==> src/rtl/data_ram_if.sv <==
// Bus between the CPU control unit / ALU path and data_ram:
// clear request, ready, one write port and one registered read port.
interface data_ram_if #(
    parameter int DATA_W = 8,
    parameter int ADDR_W = 4
);
    logic              Clear;
    logic              Ready;
    logic              Wr_en;
    logic [ADDR_W-1:0] Wr_addr;
    logic [DATA_W-1:0] Wr_data;
    logic              Rd_en;
    logic [ADDR_W-1:0] Rd_addr;
    logic [DATA_W-1:0] Rd_data;
    logic              Rd_valid;

    modport master (
        output Clear, Wr_en, Wr_addr, Wr_data, Rd_en, Rd_addr,
        input  Ready, Rd_data, Rd_valid
    );

    modport slave (
        input  Clear, Wr_en, Wr_addr, Wr_data, Rd_en, Rd_addr,
        output Ready, Rd_data, Rd_valid
    );
endinterface

==> src/rtl/data_ram.sv <==
// Synchronous data memory for the 8-bit CPU datapath: one write port, one
// registered read port with valid strobe, and a clear sequencer that zeroes the array.
module data_ram #(
    parameter int                DATA_W   = 8,
    parameter int                ADDR_W   = 4,
    parameter logic [DATA_W-1:0] INIT_VAL = '0
) (
    input logic       Clk,
    input logic       Reset,
    data_ram_if.slave bus
);
    localparam int                DEPTH    = 2 ** ADDR_W;
    localparam logic [ADDR_W-1:0] PTR_LAST = ADDR_W'(DEPTH - 1);

    typedef enum logic {
        ST_CLEAR,
        ST_IDLE
    } state_t;

    state_t            state_q, state_d;
    logic [ADDR_W-1:0] clr_ptr_q, clr_ptr_d;
    logic [DATA_W-1:0] rd_data_q, rd_data_d;
    logic              rd_valid_q, rd_valid_d;

    logic [DATA_W-1:0] mem_q [DEPTH];
    logic              mem_we;
    logic [ADDR_W-1:0] mem_waddr;
    logic [DATA_W-1:0] mem_wdata;

    always_comb begin
        state_d    = state_q;
        clr_ptr_d  = clr_ptr_q;
        rd_data_d  = rd_data_q;
        rd_valid_d = 1'b0;
        mem_we     = 1'b0;
        mem_waddr  = bus.Wr_addr;
        mem_wdata  = bus.Wr_data;

        case (state_q)
            ST_CLEAR: begin
                // The sequencer owns the single write port while clearing.
                mem_we    = 1'b1;
                mem_waddr = clr_ptr_q;
                mem_wdata = INIT_VAL;
                if (bus.Clear) begin
                    clr_ptr_d = '0;
                end else begin
                    clr_ptr_d = clr_ptr_q + ADDR_W'(1);
                    if (clr_ptr_q == PTR_LAST) begin
                        state_d = ST_IDLE;
                    end
                end
            end
            ST_IDLE: begin
                if (bus.Clear) begin
                    state_d   = ST_CLEAR;
                    clr_ptr_d = '0;
                end else begin
                    mem_we = bus.Wr_en;
                    if (bus.Rd_en) begin
                        rd_valid_d = 1'b1;
                        // Write-first bypass for a same-address read on the same edge.
                        if (bus.Wr_en && (bus.Wr_addr == bus.Rd_addr)) begin
                            rd_data_d = bus.Wr_data;
                        end else begin
                            rd_data_d = mem_q[bus.Rd_addr];
                        end
                    end
                end
            end
            default: begin
                state_d = ST_CLEAR;
            end
        endcase
    end

    always_ff @(posedge Clk or posedge Reset) begin
        if (Reset) begin
            state_q    <= ST_CLEAR;
            clr_ptr_q  <= '0;
            rd_data_q  <= '0;
            rd_valid_q <= 1'b0;
        end else begin
            state_q    <= state_d;
            clr_ptr_q  <= clr_ptr_d;
            rd_data_q  <= rd_data_d;
            rd_valid_q <= rd_valid_d;
        end
    end

    // Storage has no reset; the clear sequencer initialises it instead.
    always_ff @(posedge Clk) begin
        if (mem_we) begin
            mem_q[mem_waddr] <= mem_wdata;
        end
    end

    assign bus.Ready    = (state_q == ST_IDLE);
    assign bus.Rd_data  = rd_data_q;
    assign bus.Rd_valid = rd_valid_q;
endmodule

==> src/flat_wrapper.sv <==
// flat-port wrapper written by rule: the top's interface ports become plain ports
module data_ram_flat 
#(
    parameter int                DATA_W   = 8,
    parameter int                ADDR_W   = 4,
    parameter logic [DATA_W-1:0] INIT_VAL = '0
)
  (Clk, Reset, bus_Clear, bus_Wr_en, bus_Wr_addr, bus_Wr_data, bus_Rd_en, bus_Rd_addr, bus_Ready, bus_Rd_data, bus_Rd_valid);
  data_ram_if #(.DATA_W(DATA_W), .ADDR_W(ADDR_W)) bus_i ();
  input logic Clk;
  input logic Reset;
  input wire logic [$bits(bus_i.Clear)-1:0] bus_Clear;
  input wire logic [$bits(bus_i.Wr_en)-1:0] bus_Wr_en;
  input wire logic [$bits(bus_i.Wr_addr)-1:0] bus_Wr_addr;
  input wire logic [$bits(bus_i.Wr_data)-1:0] bus_Wr_data;
  input wire logic [$bits(bus_i.Rd_en)-1:0] bus_Rd_en;
  input wire logic [$bits(bus_i.Rd_addr)-1:0] bus_Rd_addr;
  output wire logic [$bits(bus_i.Ready)-1:0] bus_Ready;
  output wire logic [$bits(bus_i.Rd_data)-1:0] bus_Rd_data;
  output wire logic [$bits(bus_i.Rd_valid)-1:0] bus_Rd_valid;
  assign bus_i.Clear = bus_Clear;
  assign bus_i.Wr_en = bus_Wr_en;
  assign bus_i.Wr_addr = bus_Wr_addr;
  assign bus_i.Wr_data = bus_Wr_data;
  assign bus_i.Rd_en = bus_Rd_en;
  assign bus_i.Rd_addr = bus_Rd_addr;
  assign bus_Ready = bus_i.Ready;
  assign bus_Rd_data = bus_i.Rd_data;
  assign bus_Rd_valid = bus_i.Rd_valid;
  data_ram #(.DATA_W(DATA_W), .ADDR_W(ADDR_W), .INIT_VAL(INIT_VAL)) u_core (.Clk(Clk), .Reset(Reset), .bus(bus_i));
endmodule
==> config.mk <==
export PLATFORM = sky130hd
export DESIGN_NAME = data_ram_flat
export DESIGN_NICKNAME = d
export VERILOG_FILES = /design/src/rtl/data_ram_if.sv /design/src/rtl/data_ram.sv /design/src/flat_wrapper.sv
export SDC_FILE = /design/constraint.sdc
export NUM_CORES = 1
export LEC_CHECK = 0
export BUFFER_PORTS_ARGS = -buffer_cell sky130_fd_sc_hd__buf_2
export CORE_AREA = 5 5 132 134
export CTS_CLUSTER_SIZE = 16
export DETAILED_ROUTE_END_ITERATION = 10
export DIE_AREA = 0 0 137 139
export GPL_TIMING_DRIVEN = 0
export SLEW_MARGIN = 25
export SYNTH_ARGS = -nofsm -noshare
export SYNTH_HDL_FRONTEND = slang
export SYNTH_SLANG_ARGS = --single-unit
export TNS_END_PERCENT = 10
==> constraint.sdc <==
create_clock -name Clk -period 2.81 [get_ports Clk]
set_clock_uncertainty 0.05 [all_clocks]
set_input_delay 0.4215 -clock Clk [delete_from_list [all_inputs] [get_ports Clk]]
set_output_delay 0.4215 -clock Clk [all_outputs]
set_load 0.01 [all_outputs]
# [Yosys cells after proc, flatten, opt, wreduce, memory -nomap -nowiden]
# Memory sizes are Yosys's and may differ from the RTL's. A register that Yosys moved wholly into a read port is not among the register bits.
# Cells that the tools add are included.
[totals] reg_bits=6 ram_bits=128 out_inout_bits=10 n_memories=1
[mem_list] name="u_core.mem_q" depth=16 width=8 read_ports=1 rd_clocked_by_memory_dff=1 write_ports=1 line_no="data_ram.sv:25" rtl="logic [DATA_W-1:0] mem_q [DEPTH];"
[op_classes] addsub=1 eq_ne=2 mux=16 bitwise_logic=2 n_reduce_logical=1
[ops] op="two-way mux 4 bit" count=3
[ops] op="two-way mux 1 bit" count=9
[ops] op="two-way mux 8 bit" count=1
[ops] op="one-hot mux 4 bit (2 select lines)" count=1
[ops] op="adder 4 x 1 -> 4 bit, second input constant" count=1
[ops] op="== test 4 bit, second input constant" count=1
[ops] op="one-hot mux 1 bit (2 select lines)" count=2
[ops] op="AND reduction 3 bit" count=1
[ops] op="inequality test 2 bit, second input constant" count=1
[ops] op="NOT 1 bit" count=2

# [Longest topological paths before layout]
[logic_depth] depth_word=4 mapped_depth=8

# [Least setup slack after synthesis]
# No wires, ideal clock.
[synth_timing] kind="register to register" from="register u_core.state_q (netlist: u_core.bus.Ready)" to="memory u_core.mem_q[1][0], enable pin" setup_time_ns=0.370 arrival_time_ns=1.783 path_slack_ns=0.607 stages_incl_launch_ff=7 path_cell_list="dfrtp_1 -> buf_6 -> buf_2 -> clkbuf_1 -> buf_2 -> o32a_1 -> nor2_1"
[synth_between] elab_chain_len=4 elab_cells_between_ends=5 classes_between="4 x mux; 1 x bitwise"
[synth_rtl] item="from (decl)" line_no="data_ram.sv:20" rtl="state_t state_q, state_d;"
[synth_rtl] item="from (signal assigned)" line_no="data_ram.sv:84" rtl="state_q <= state_d;"
[synth_rtl] item="NOT 1 bit" line_no="data_ram.sv:39" rtl="case (state_q)"
[synth_rtl] item="one-hot mux 1 bit (2 select lines)" line_no="data_ram.sv:39"
[synth_rtl] item="two-way mux 1 bit" line_no="data_ram.sv:93" rtl="if (mem_we) begin"
[synth_rtl] item="two-way mux 1 bit (not written as such)" line_no="data_ram.sv:94" rtl="mem_q[mem_waddr] <= mem_wdata;"
[synth_rtl] item="to (decl)" line_no="data_ram.sv:25"
# Parallel ways exist; a longest one is shown, timed or not.

# [Final worst setup path]
[layout_timing] from="register u_core.state_q (netlist: u_core.bus.Ready)" to="memory u_core.mem_q[5][2], enable pin"
# Same word-level chain as after synthesis.

==> Implementation_results.wiki <==
{| class="wikitable"
! Metric !! Value
|-
| Total length of routed wires || between 10000 and 15000 µm
|-
| DR iter-0 viols || ~220
|-
| Floorplan die width || around 140 µm
|-
| Leakage Power || between 2 and 2.5 nW
|-
| Most heavily used metal layer in global routing || met2
|-
| CP most frequent cell || sky130_fd_sc_hd__nand2_1
|-
| Yosys warnings || 0
|-
| Final hold violation count || 0
|-
| Power, Total || around 4.9 mW
|-
| Cells after Synth || roughly 360
|-
| Adder-cell area share of the yosys netlist || less than 1%
|-
| Portion of netlist area occupied by mux cells || roughly 12%
|-
| Global-route wire length before repair || between 20000 and 25000 µm
|-
| Fin util || a little over two fifths
|-
| Crit path cell chain || buf_6 > buf_2 > clkbuf_1 > nand2_1 > o21bai_1 > nand2_1 > nor2_1
|-
| Required time reported for the critical path endpoint || between 2000 and 3000 ps
|-
| Fraction of synthesized cell area in xor and xnor cells || less than 1%
|-
| Class of the worst hold path || in -> reg
|-
| Clock tree from TritonCTS || done
|-
| Share of synthesized flip-flops with an asynchronous set or reset || 9.859%
|-
| Share of post-route cells with drive strength above 1 || 26.54%
|-
| Worst-path clk slew || around 60 ps
|-
| Number of buffers created by CTS || 17
|-
| P&R area growth vs syn || 17.57%
|-
| Antenna violations before repair || 0
|-
| Number of port buffers || 27
|-
| Met2 layer usage reported by global route || a little under a quarter
|-
| Switching power share of the total || around 22%
|-
| Simple-Gate Fraction of Synth Area || 6.639%
|-
| Number of top-level pins || 31
|-
| TritonRoute pass-1 iters || 5
|-
| Count of cell types in the netlist || 45
|-
| Non-Filler Instances || approximately 640
|-
| Overall die area || 19040 µm²
|-
| Number of nets in the synthesized netlist || roughly 380
|-
| Number of diodes || 0
|-
| Unrepaired setup endpoints after global routing || yes
|-
| Largest net degree at the start of global routing || 18
|-
| Max-capacitance violation count || 0
|-
| Nature of the critical path startpoint || flop
|-
| Total internal power || 3.861 mW
|-
| Met1 track utilization from global routing || between 10% and 20%
|-
| Max Freq || 365.0 MHz
|-
| Slew Limit Fails || 0
|-
| Category of the critical setup timing path || reg -> reg
|-
| Root buffer cell || sky130_fd_sc_hd__clkbuf_16
|-
| Worst slew slack as a fraction of its limit || 40.36%
|-
| Placement Rows || between 40 and 50
|-
| Net switching power figure || 1.063 mW
|-
| HPWL reported at the end of detailed placement || ~9000 µm
|-
| Fraction of power consumed by sequential logic || 47.8%
|-
| Met3 routing resource usage after global routing || roughly 4.1%
|-
| Power density cells || approximately 700 nW/µm²
|-
| Maximum buffer depth of the clock tree || 2
|-
| Synth Area in Compound Gates || 7.791%
|-
| Post-DRT Antenna Nets || 0
|-
| Total global-route track usage || between 10 and 15%
|-
| Sequential area share after synthesis || about 70%
|-
| Part of the cycle the worst path needs || 97.50%
|-
| Slowest cell on the critical path || sky130_fd_sc_hd__nor2_1
|-
| Effective utilization at floorplan || between 30% and 40%
|-
| Number of global-route vias before repair || 3465
|-
| TritonCTS sink count || around 140
|-
| Combined buffer and inverter count along the critical path || 3
|-
| Post-layout net count || roughly 430
|-
| Sort of element at the end of the critical path || flop
|-
| Drt via density || 5.129
|-
| Average instance area after synthesis || 16.50 µm²
|-
| Setup TNS after final layout || 0 ps
|-
| Main combinational cell family by area after synthesis || multiplexers
|-
| Source-to-sink clock delay at the later pin of the worst-skew pair || ~430 ps
|-
| Number of register bits inferred by synthesis || about 140
|-
| DRC Markers || 0
|-
| Min Tclk post-route || 2740 ps
|-
| Clk pwr share || between 40 and 50%
|-
| H-tree levels || 4
|-
| Signal arrival time at the worst endpoint || 2730 ps
|-
| Routability-driven placement congestion ratio || around 0.83
|-
| Core Area || roughly 16000 µm²
|-
| Run status || finished, final reports clean
|-
| Inst Count DP || 609
|-
| Cell family with most CP delay || simple AND/OR/NAND/NOR gates
|-
| Number of enable-type register cells in the synthesized netlist || 128
|-
| Post-synthesis cell area || roughly 6000 µm²
|-
| Routed length per instance || 20.51 µm
|-
| Die H || around 140 µm
|-
| Largest driver fanout on the critical path || 10
|-
| Post-CTS setup buffer count || 0
|-
| Ys flop type || sky130_fd_sc_hd__edfxtp_1
|-
| Routed via count || roughly 3300
|-
| Final setup viols || 0
|-
| Worst supply voltage drop on vdd || 490.8 µV
|-
| Transition time of the tightest slew-check pin || about 890 ps
|-
| GRT Residual Overflow || 0
|-
| Max incr delay on CP || between 700 and 800 ps
|-
| Combinational share of power || ~5.8%
|}
[state kept, by name (all words and copies together) (netlist names)]
| signal | count |
|---|---|
| u_core.mem_q | 128 |
| u_core.bus.Ready | 1 |
| u_core.clr_ptr_q | 4 |
| u_core.bus.Rd_valid | 1 |
| u_core.bus.Rd_data | 8 |
[worst paths after layout]
| kind | from | to | slack [ps] | depth (start not counted) |
|---|---|---|---|---|
| hold reg to reg | u_core.bus.Rd_data[4] | u_core.bus.Rd_data[4] | 450 | 2 |
| min in group asynchronous | Reset | u_core.bus.Rd_data[7] | 540 | 3 |
| hold / removal | bus_Clear | u_core.clr_ptr_q[2] | 210 | 2 |
| setup reg to reg | u_core.bus.Ready | u_core.mem_q[5][2] | 70 | 7 |
| setup / recovery | u_core.bus.Ready | u_core.mem_q[5][2] | 70 | 7 |
| max in group asynchronous | Reset | u_core.bus.Rd_data[0] | 1830 | 3 |
[stage by stage]
| stage | worst slack (ps) | area, µm² | hold slack [ps] |
|---|---|---|---|
| after global routing | -189.6 | 7024 | 209.5 |
| after floorplan | 607.3 | 5974 | 260.7 |
| after global placement | 73.70 | 6385 | 416.3 |
| after detailed placement | 2.380 | 6385 | 431.2 |
| final | 70.14 | 7024 | 213.9 |
| after CTS | 31.68 | 7007 | 186.8 |
[kinds of logic (layout without fill, tap and decap cells)]
kind of cell,count (synthesis),after routing
xor gates and xnor gates,4,4
buffers and inverters,24,84
AOI/OAI and AO/OA,58,58
DFF,142,142
adders and majority gates,1,1
muxes,52,52
and+or+nand+nor,81,81
[power groups by stage]
stage | Clock [mW] | Sequential (mW) | Combinational [mW]
floorplan | 0 | 2.40 | 0.189
global placement | 0 | 2.40 | 0.282
detailed placement | 0 | 2.40 | 0.285
CTS | 2.33 | 2.35 | 0.288
global route | 2.42 | 2.36 | 0.315
finish | 2.28 | 2.35 | 0.288
[routing by layer]
layer	part of all wire (%)	wire, µm	vias up
li1	-	-	1547
met1	44	5821	1662
met2	48	6381	71
met3	5.2	691	13
met4	2.1	270	0
met5	0	0	-
[cell usage after synthesis, drive strengths merged, types with 5 or more instances]
library cell / n / share of area [%]
edfxtp: 128 / 64
nor2: 37 / 2.4
mux2i: 24 / 4.0
mux4: 16 / 6.0
dfrtp: 14 / 5.9
buf: 13 / 1.6
mux2: 12 / 2.3
nand2: 10 / 0.63
o21ai: 10 / 0.84
a221oi: 9 / 1.3
and2: 9 / 0.94
nand3b: 7 / 0.88
o211ai: 7 / 0.88
o221ai: 7 / 1.1
nor2b: 6 / 0.63
clkbuf: 5 / 0.31
inv: 5 / 0.31
[repair_timing]
action                     in CTS  in global routing
setup endpoints to repair       8                 88
hold buffers                    1                  0
gates resized for setup         1                  7
hold endpoints to repair       14                  0
[cell type report]
cell class                      instances  area, µm²
Fill cell                            1410       9148
Sequential cell                       142       4194
Multi-Input combinational cell        196       1665
Clock buffer                           18      429.2
Tap cell                              220      275.3
Clock inverter                         14      180.2
Timing Repair Buffer                   28      145.1
Buffer                                 18      112.6
Inverter                                6      22.52
[cells in the final DEF (no fill, tap or decap), drive strengths merged, types with 7 or more instances in the layout]
cell type / count
clkbuf: 23
and2: 9
o211ai: 7
mux2: 12
dfrtp: 14
o21ai: 10
nor2: 37
o221ai: 7
a221oi: 9
mux2i: 24
buf: 40
edfxtp: 128
mux4: 16
nand2: 10
nand3b: 7
inv: 11
(Power assumes the default switching activity.)
